==> src/rtl/dense_argmax.sv <==
`default_nettype none
//------------------------------------------------------------------------------
// Module      : dense_argmax
// Description : Classifier stage after the dense layer. Collects NUM_CLASSES
//               serial signed scores, tracks the maximum (ties keep the lower
//               index) and holds the winning index and score under a
//               valid/ready handshake until the consumer takes it.
//               Optional feature macro: TOP2_MARGIN_EN adds a runner-up
//               tracker and the class_margin output (max - runner_up).
// Revision    : 1.0 - initial release
//------------------------------------------------------------------------------
module dense_argmax #(
    parameter int DATA_W      = 16,
    parameter int NUM_CLASSES = 10,
    parameter int IDX_W       = 4
) (
    input  logic              clk,
    input  logic              rst,
    input  logic              in_valid,
    input  logic [DATA_W-1:0] in_data,
    input  logic              abort,
    input  logic              out_ready,
    output logic              out_valid,
    output logic [IDX_W-1:0]  class_idx,
    output logic [DATA_W-1:0] class_score,
    output logic              busy,
    output logic              drop_err
`ifdef TOP2_MARGIN_EN
    ,
    output logic [DATA_W:0]   class_margin
`endif
);

    // State encoding
    localparam logic [1:0] c_ST_IDLE    = 2'd0;
    localparam logic [1:0] c_ST_COLLECT = 2'd1;
    localparam logic [1:0] c_ST_HOLD    = 2'd2;

    // A one-score vector is complete as soon as its first sample lands
    localparam bit         c_SINGLE   = (NUM_CLASSES == 1);
    localparam logic [1:0] c_ST_FIRST = c_SINGLE ? c_ST_HOLD : c_ST_COLLECT;

    // Stream position of the final score in a vector
    localparam logic [IDX_W-1:0] c_LAST_IDX = IDX_W'(NUM_CLASSES - 1);

    logic [1:0]               r_state;
    logic [1:0]               w_state_nxt;
    logic signed [DATA_W-1:0] r_max;
    logic [IDX_W-1:0]         r_idx;
    logic [IDX_W-1:0]         r_count;
    logic                     r_drop_err;

    logic                     w_start;   // sample taken as element 0 of a vector
    logic                     w_accum;   // sample taken as element 1..N-1
    logic                     w_drop;    // sample discarded while result held
    logic                     w_gt_max;  // strict signed greater-than current max

    assign w_gt_max = $signed(in_data) > r_max;

    // Next-state and per-cycle sample classification; abort dominates everything
    always_comb begin
        w_state_nxt = r_state;
        w_start     = 1'b0;
        w_accum     = 1'b0;
        w_drop      = 1'b0;
        if (abort) begin
            w_state_nxt = c_ST_IDLE;
        end else begin
            case (r_state)
                c_ST_IDLE: begin
                    if (in_valid) begin
                        w_start     = 1'b1;
                        w_state_nxt = c_ST_FIRST;
                    end
                end
                c_ST_COLLECT: begin
                    if (in_valid) begin
                        w_accum = 1'b1;
                        if (r_count == c_LAST_IDX) begin
                            w_state_nxt = c_ST_HOLD;
                        end
                    end
                end
                c_ST_HOLD: begin
                    if (out_ready) begin
                        // Handoff; a coincident sample opens the next vector
                        if (in_valid) begin
                            w_start     = 1'b1;
                            w_state_nxt = c_ST_FIRST;
                        end else begin
                            w_state_nxt = c_ST_IDLE;
                        end
                    end else if (in_valid) begin
                        w_drop = 1'b1;
                    end
                end
                default: begin
                    w_state_nxt = c_ST_IDLE;
                end
            endcase
        end
    end

    // State register
    always_ff @(posedge clk) begin
        if (rst) begin
            r_state <= c_ST_IDLE;
        end else begin
            r_state <= w_state_nxt;
        end
    end

    // Sample counter: restarts per vector, cleared on abort and on return to IDLE
    always_ff @(posedge clk) begin
        if (rst) begin
            r_count <= '0;
        end else if (abort) begin
            r_count <= '0;
        end else if (w_start) begin
            r_count <= IDX_W'(1);
        end else if (w_accum) begin
            r_count <= r_count + 1'b1;
        end else if (w_state_nxt == c_ST_IDLE) begin
            r_count <= '0;
        end
    end

    // Running maximum and its index; strict compare keeps the earliest winner
    always_ff @(posedge clk) begin
        if (rst) begin
            r_max <= '0;
            r_idx <= '0;
        end else if (w_start) begin
            r_max <= $signed(in_data);
            r_idx <= '0;
        end else if (w_accum && w_gt_max) begin
            r_max <= $signed(in_data);
            r_idx <= r_count;
        end
    end

    // Sticky overflow flag: only reset clears it, abort leaves it alone
    always_ff @(posedge clk) begin
        if (rst) begin
            r_drop_err <= 1'b0;
        end else if (w_drop) begin
            r_drop_err <= 1'b1;
        end
    end

`ifdef TOP2_MARGIN_EN
    // Most negative score; seeds the runner-up so any second sample replaces it
    localparam logic signed [DATA_W-1:0] c_SCORE_MIN = {1'b1, {(DATA_W-1){1'b0}}};

    logic signed [DATA_W-1:0] r_second;
    logic signed [DATA_W-1:0] w_second_seed;
    logic                     w_gt_second;

    // With a single class there is no runner-up, so seed with the max itself
    assign w_second_seed = c_SINGLE ? $signed(in_data) : c_SCORE_MIN;
    assign w_gt_second   = $signed(in_data) > r_second;

    // Runner-up tracker: a new max demotes the old one, else compete for second
    always_ff @(posedge clk) begin
        if (rst) begin
            r_second <= '0;
        end else if (w_start) begin
            r_second <= w_second_seed;
        end else if (w_accum) begin
            if (w_gt_max) begin
                r_second <= r_max;
            end else if (w_gt_second) begin
                r_second <= $signed(in_data);
            end
        end
    end

    // Sign-extended difference; max >= runner-up so the result is non-negative
    assign class_margin = {r_max[DATA_W-1], r_max} - {r_second[DATA_W-1], r_second};
`endif

    assign out_valid   = (r_state == c_ST_HOLD);
    assign busy        = (r_state == c_ST_COLLECT);
    assign class_idx   = r_idx;
    assign class_score = r_max;
    assign drop_err    = r_drop_err;

endmodule
`default_nettype wire

==> config.mk <==
export PLATFORM = sky130hd
export DESIGN_NAME = dense_argmax
export DESIGN_NICKNAME = d
export VERILOG_FILES = /design/src/rtl/dense_argmax.sv
export SDC_FILE = /design/constraint.sdc
export NUM_CORES = 1
export LEC_CHECK = 0
export CAP_MARGIN = 10
export CORE_AREA = 2 2 61 63
export CTS_CLUSTER_SIZE = 20
export DETAILED_ROUTE_END_ITERATION = 16
export DIE_AREA = 0 0 63 65
export PLACE_DENSITY = 0.82
export SYNTH_ARGS = -nofsm -noshare
export SYNTH_HDL_FRONTEND = slang
export SYNTH_SLANG_ARGS = --single-unit
==> constraint.sdc <==
create_clock -name clk -period 7.6 [get_ports clk]
set_input_delay 1.52 -clock clk [delete_from_list [all_inputs] [get_ports clk]]
set_output_delay 1.52 -clock clk [all_outputs]
set_load 0.05 [all_outputs]
Word-level counts from Yosys, hierarchy flattened

Cells that the tools add are included.

Memories kept: 0
Bits in writable memories: 0
Bits in latches: 0
Register bits after elaboration: 27
Bits in read-only memories: 0

Reduce and logical (&&, ||, !) cells: 9
$lt $le $gt $ge: 1
Divide/modulo/power cells: 0
Shifts and indexed selects: 0
$add $sub $neg: 1
Multipliers: 0
Bitwise logic cells: 0
Mux-type cells: 21
Equality and inequality tests: 3

Operator list:

| kind                                                            | number |
|---|---|
| 16-bit two-way mux                                              | 2 |
| 16-bit > comparator                                             | 1 |
| 1-bit two-way mux                                               | 10 |
| 2-bit two-way mux                                               | 5 |
| 4-bit two-way mux                                               | 2 |
| 2-bit one-hot mux with 3 select lines                           | 1 |
| 4-bit by 1-bit adder with 4-bit output, second input constant   | 1 |
| 4-bit == test, second input constant                            | 1 |
| 2-bit logical NOT                                               | 2 |
| 2-bit nonzero test                                              | 2 |
| 2-bit OR reduction                                              | 2 |
| 3-bit nonzero test                                              | 1 |
| 3-bit OR reduction                                              | 1 |
| 2-bit by 1-bit == test with 1-bit output, second input constant | 1 |
| 2-bit == test, second input constant                            | 1 |
| 1-bit one-hot mux with 2 select lines                           | 1 |
| 1-bit logical AND                                               | 1 |

Depth between registers and ports, before layout

Depth after elaboration: 9
Gate-level depth with buffers: 10
Gate-level depth less buffers: 8

Worst setup path before layout

OpenSTA, ideal clock, no wires.

Path kind: in2reg
Start: input in_data[1]
End: register r_max[10], in the netlist class_score[10]
Path buffers: 1
Stages: 8
Arrival time: 3.476 ns
Slack: 4.053 ns
Setup time: 0.072 ns
Cell sequence: ha_1 -> nor2b_1 -> o211a_1 -> o21a_1 -> o311a_1 -> nor3_4 -> buf_8 -> mux2i_1

Word-level cells in the longest chain between the ends: 3

Ends and longest elaborated chain:

| item                         | line | text |
|---|---|---|
| start, declared              | 20   | `input logic [DATA_W-1:0] in_data,` |
| 16-bit > comparator          | 58   | `assign w_gt_max = $signed(in_data) > r_max;` |
| 1-bit logical AND            | 136  | `end else if (w_accum && w_gt_max) begin` |
| 2-bit nonzero test (no line) | -    |  |
| end signal, assigned         | 134  | `r_max <= $signed(in_data);` |
| end signal, assigned         | 137  | `r_max <= $signed(in_data);` |
| end, declared                | 48   | `logic signed [DATA_W-1:0] r_max;` |

Every way passes these cells.
A chain may end at the register's enable or synchronous reset.

Worst setup path in the final report

Start: input in_data[15]
End: register r_max[15], in the netlist class_score[15]

Word-level cells in the longest chain between the ends: 3
Elaborated cells between the ends (all ways): 5
Those cells by class: order compare (1); mux (2); reduce/logical (2)

Ends and longest elaborated chain:

| item                         | line |
|---|---|
| 16-bit > comparator          | 58 |
| 1-bit logical AND            | 136 |
| 2-bit nonzero test (no line) | - |

Several ways; a longest one is shown, not always the timed one. The select of a mux whose other input is x is not followed.

==> impl_metrics.env <==
export IMPL_maxCapViolations=0
export IMPL_end_kind="flop"
export IMPL_gp_congestion=0.8184
export IMPL_layout_commonest_cell="clkdlybuf4s50_1"
export IMPL_critPathKind="in2reg"
export IMPL_period_share_pct=53.60
export IMPL_instances_no_fill=289
export IMPL_holdCritPathClass="reg2reg"
export IMPL_netlist_area_um2=1732
export IMPL_cp_required_ps=7870
export IMPL_grt_pass1_wl_um=6327
export IMPL_die_x_um=63
export IMPL_dp_slack_ps=3154
export IMPL_path_max_fanout=16
export IMPL_reg2reg_depth=8
export IMPL_antenna_found_initial=0
export IMPL_cts_tree="built"
export IMPL_dpl_hpwl_um=2701
export IMPL_r2r_end="class_score[15]"
export IMPL_syn_num_nets=240
export IMPL_fp_coreArea_um2=3496
export IMPL_leakage_nw=0.8843
export IMPL_wl_um=3522
export IMPL_final_cell_mix="clkdlybuf4s50_1, nand2b_1, dfxtp_1"
export IMPL_power_share_clock_pct=21.1
export IMPL_min_delay_start="class_idx[1]"
export IMPL_drt_initial_drc_count=55
export IMPL_drive_gt1_share_pct=4.564
export IMPL_die_area_um2=4095
export IMPL_cts_resized=0
export IMPL_fin_util_pct=63.06
export IMPL_setup_viol=0
export IMPL_p_int_mw=0.2046
export IMPL_tns_ps=0
export IMPL_diodes=0
export IMPL_period_minus_slack_ps=4074
export IMPL_via_per_inst=5.211
export IMPL_rows=22
export IMPL_cts_path_max_buffers=2
export IMPL_hold_buffers=0
export IMPL_synth_cell_type_count=40
export IMPL_ios=44
export IMPL_max_slew_worst_pin_slew_ps=964.4
export IMPL_synth_seq_cells=27
export IMPL_fill_cells=320
export IMPL_cts_root_buf="clkbuf_4"
export IMPL_hold_end="class_idx[1]"
export IMPL_drc_errors=0
export IMPL_power_density_nw_per_um2=136.3
export IMPL_dp_cells=285
export IMPL_critPathLaunchType="input pin"
export IMPL_postCtsSetupRepairBufs=0
export IMPL_clk_latency_ps=330
export IMPL_chipHeight_um=65
export IMPL_cpPeakStageDelay_ps=830
export IMPL_r2r_start="class_score[1]"
export IMPL_tritoncts_num_buffers=3
export IMPL_worstHoldPathCells=2
export IMPL_fmax_mhz=245.5
export IMPL_setup_worst_path_start="in_data[15]"
export IMPL_seqCellArea_um2=540.5
export IMPL_hold_viol=0
export IMPL_p_sw_mw=0.09584
export IMPL_pwr_share_seq_pct=50.5
export IMPL_clkSinkCount=27
export IMPL_ys_seq_area_share_pct=31.21
export IMPL_status="finished, final reports clean"
export IMPL_slew_headroom_pct=35.50
export IMPL_drt_pass1_iterations=4
export IMPL_start_util_pct=49.53
export IMPL_antenna_left=0
export IMPL_wire_per_inst_um=12.19
export IMPL_grt_ovfl_total=0
export IMPL_ir_worst_vdd_mv=0.07508
export IMPL_htree_levels=1
export IMPL_synthToLayoutAreaGrowth_pct=27.31
export IMPL_vias=1506
export IMPL_path_cells="clkdlybuf4s50_1, ha_1, a21oi_1, o21ai_0, a21o_1, o311a_1, nor3_4, mux2i_1"
export IMPL_drv_slew=0
export IMPL_r2r_slack_ps=4740
export IMPL_syn_mean_instance_area_um2=8.615
export IMPL_grt_pass1_vias=1453
export IMPL_num_nets_final=281
export IMPL_combPwrFrac_pct=28.4
export IMPL_track_usage_pct=18.95
export IMPL_numPortBuffers=43
export IMPL_ys_warn_count=0
export IMPL_multi_input_area_um2=1075
export IMPL_worstPathArrival_ps=4350
export IMPL_switching_share_pct=31.90
export IMPL_grt_max_degree=38
export IMPL_syn_inst=201
export IMPL_timing_final_ws_setup_ps=3526
export IMPL_cp_slowest_cell="nor3_4"
export IMPL_holdWs_ps=494.0
export IMPL_rsz0062_at_grt="false"
export IMPL_clock_skew_ps=7.075
export IMPL_cts_clk_slew_worst_paths_ps=150
[critical path, delay by kind of cell]
kind / cells / cell delay, ps
mux: 1 / 270
buf+inv: 1 / 450
compound gates: 4 / 870
simple gates: 1 / 830
fa+ha+maj: 1 / 400
[worst max-delay path by stage]
| stage | slack, ps | depth (start not counted) | to |
|---|---|---|---|
| after global placement | 3230 | 8 | class_score[2] |
| final | 3530 | 8 | class_score[15] |
| after global routing | 3290 | 8 | class_score[9] |
| after floorplan | 4050 | 8 | class_score[10] |
| after detailed placement | 3150 | 8 | class_score[15] |
| after CTS | 3500 | 8 | class_score[15] |
[power groups by stage]
stage	Combinational, mW	Clock (mW)	Sequential (mW)
2_1_floorplan	0.0399	0	0.171
3_3_place_gp	0.0839	0	0.154
3_5_place_dp	0.0857	0	0.155
4_1_cts	0.0862	0.0672	0.152
5_1_grt	0.0940	0.0711	0.153
6_report	0.0853	0.0634	0.152
[registers in the layout (all words and copies together), names as in the netlist]
| signal | cells |
|---|---|
| r_state | 2 |
| drop_err | 1 |
| class_idx | 4 |
| class_score | 16 |
| r_count | 4 |
[cell usage after synthesis]
cell type / instances / area share [%]
o311a_1: 1 / 0.58
a31oi_1: 2 / 0.72
ha_1: 18 / 13
buf_8: 1 / 0.87
o21ai_0: 8 / 2.3
inv_1: 19 / 4.1
nor3_4: 1 / 0.94
nor2b_1: 2 / 0.72
a2111oi_0: 1 / 0.51
clkbuf_1: 5 / 1.1
a21o_1: 2 / 0.87
and4_4: 1 / 0.65
nor2_1: 10 / 2.2
nor3_1: 3 / 0.87
o31ai_1: 1 / 0.43
o21ba_2: 1 / 0.58
nand4_2: 1 / 0.72
and2_1: 1 / 0.36
o311ai_0: 1 / 0.51
o22ai_1: 1 / 0.36
nand2_1: 6 / 1.3
nand2b_1: 35 / 13
nor4_2: 1 / 0.72
nand3_1: 5 / 1.4
nand4b_1: 1 / 0.51
nand4_1: 5 / 1.8
and2b_1: 1 / 0.43
o211a_1: 1 / 0.58
or2_2: 2 / 0.72
a21oi_1: 14 / 4.0
o21a_1: 1 / 0.43
mux2i_1: 15 / 8.7
o21ai_1: 1 / 0.29
buf_6: 1 / 0.65
or4_1: 1 / 0.43
xnor2_1: 1 / 0.51
nand3b_1: 1 / 0.43
dfxtp_1: 27 / 31
or2_0: 1 / 0.36
a21boi_0: 1 / 0.43
[per-layer routing]
layer,vias to the layer above,GRT usage [%],part of all wire [%]
li1,782,-,-
met1,680,26.15,47
met2,39,30.45,48
met3,5,1.910,3.5
met4,0,7.222,1.2
met5,-,0,0
[logic make-up (layout without fill, tap and decap cells)]
logic type,after synthesis,count (layout),synth area share (%)
simple gates,78,78,27.24
flops,27,27,31.21
buf+inv,26,66,6.720
mux,15,15,8.670
xor+xnor,1,1,0.5059
fa+ha+maj,18,18,13.01
compound gates,36,36,12.65
[final cells by class]
class	instances	area share [%]
Sequential cell	27	24.52
Clock buffer	3	1.022
Multi-Input combinational cell	148	48.75
Timing Repair Buffer	43	19.52
Clock inverter	1	0.2270
Inverter	19	3.235
Tap cell	48	2.724
[through the flow]
| stage | total power [mW] | instance area (um^2) |
|---|---|---|
| finish | 0.3005 | 2205 |
| global route | 0.3177 | 2205 |
| floorplan | 0.2106 | 1732 |
| detailed placement | 0.2406 | 2177 |
| CTS | 0.3052 | 2205 |
| global placement | 0.2383 | 2177 |
Power figures use the tool's default switching activity.
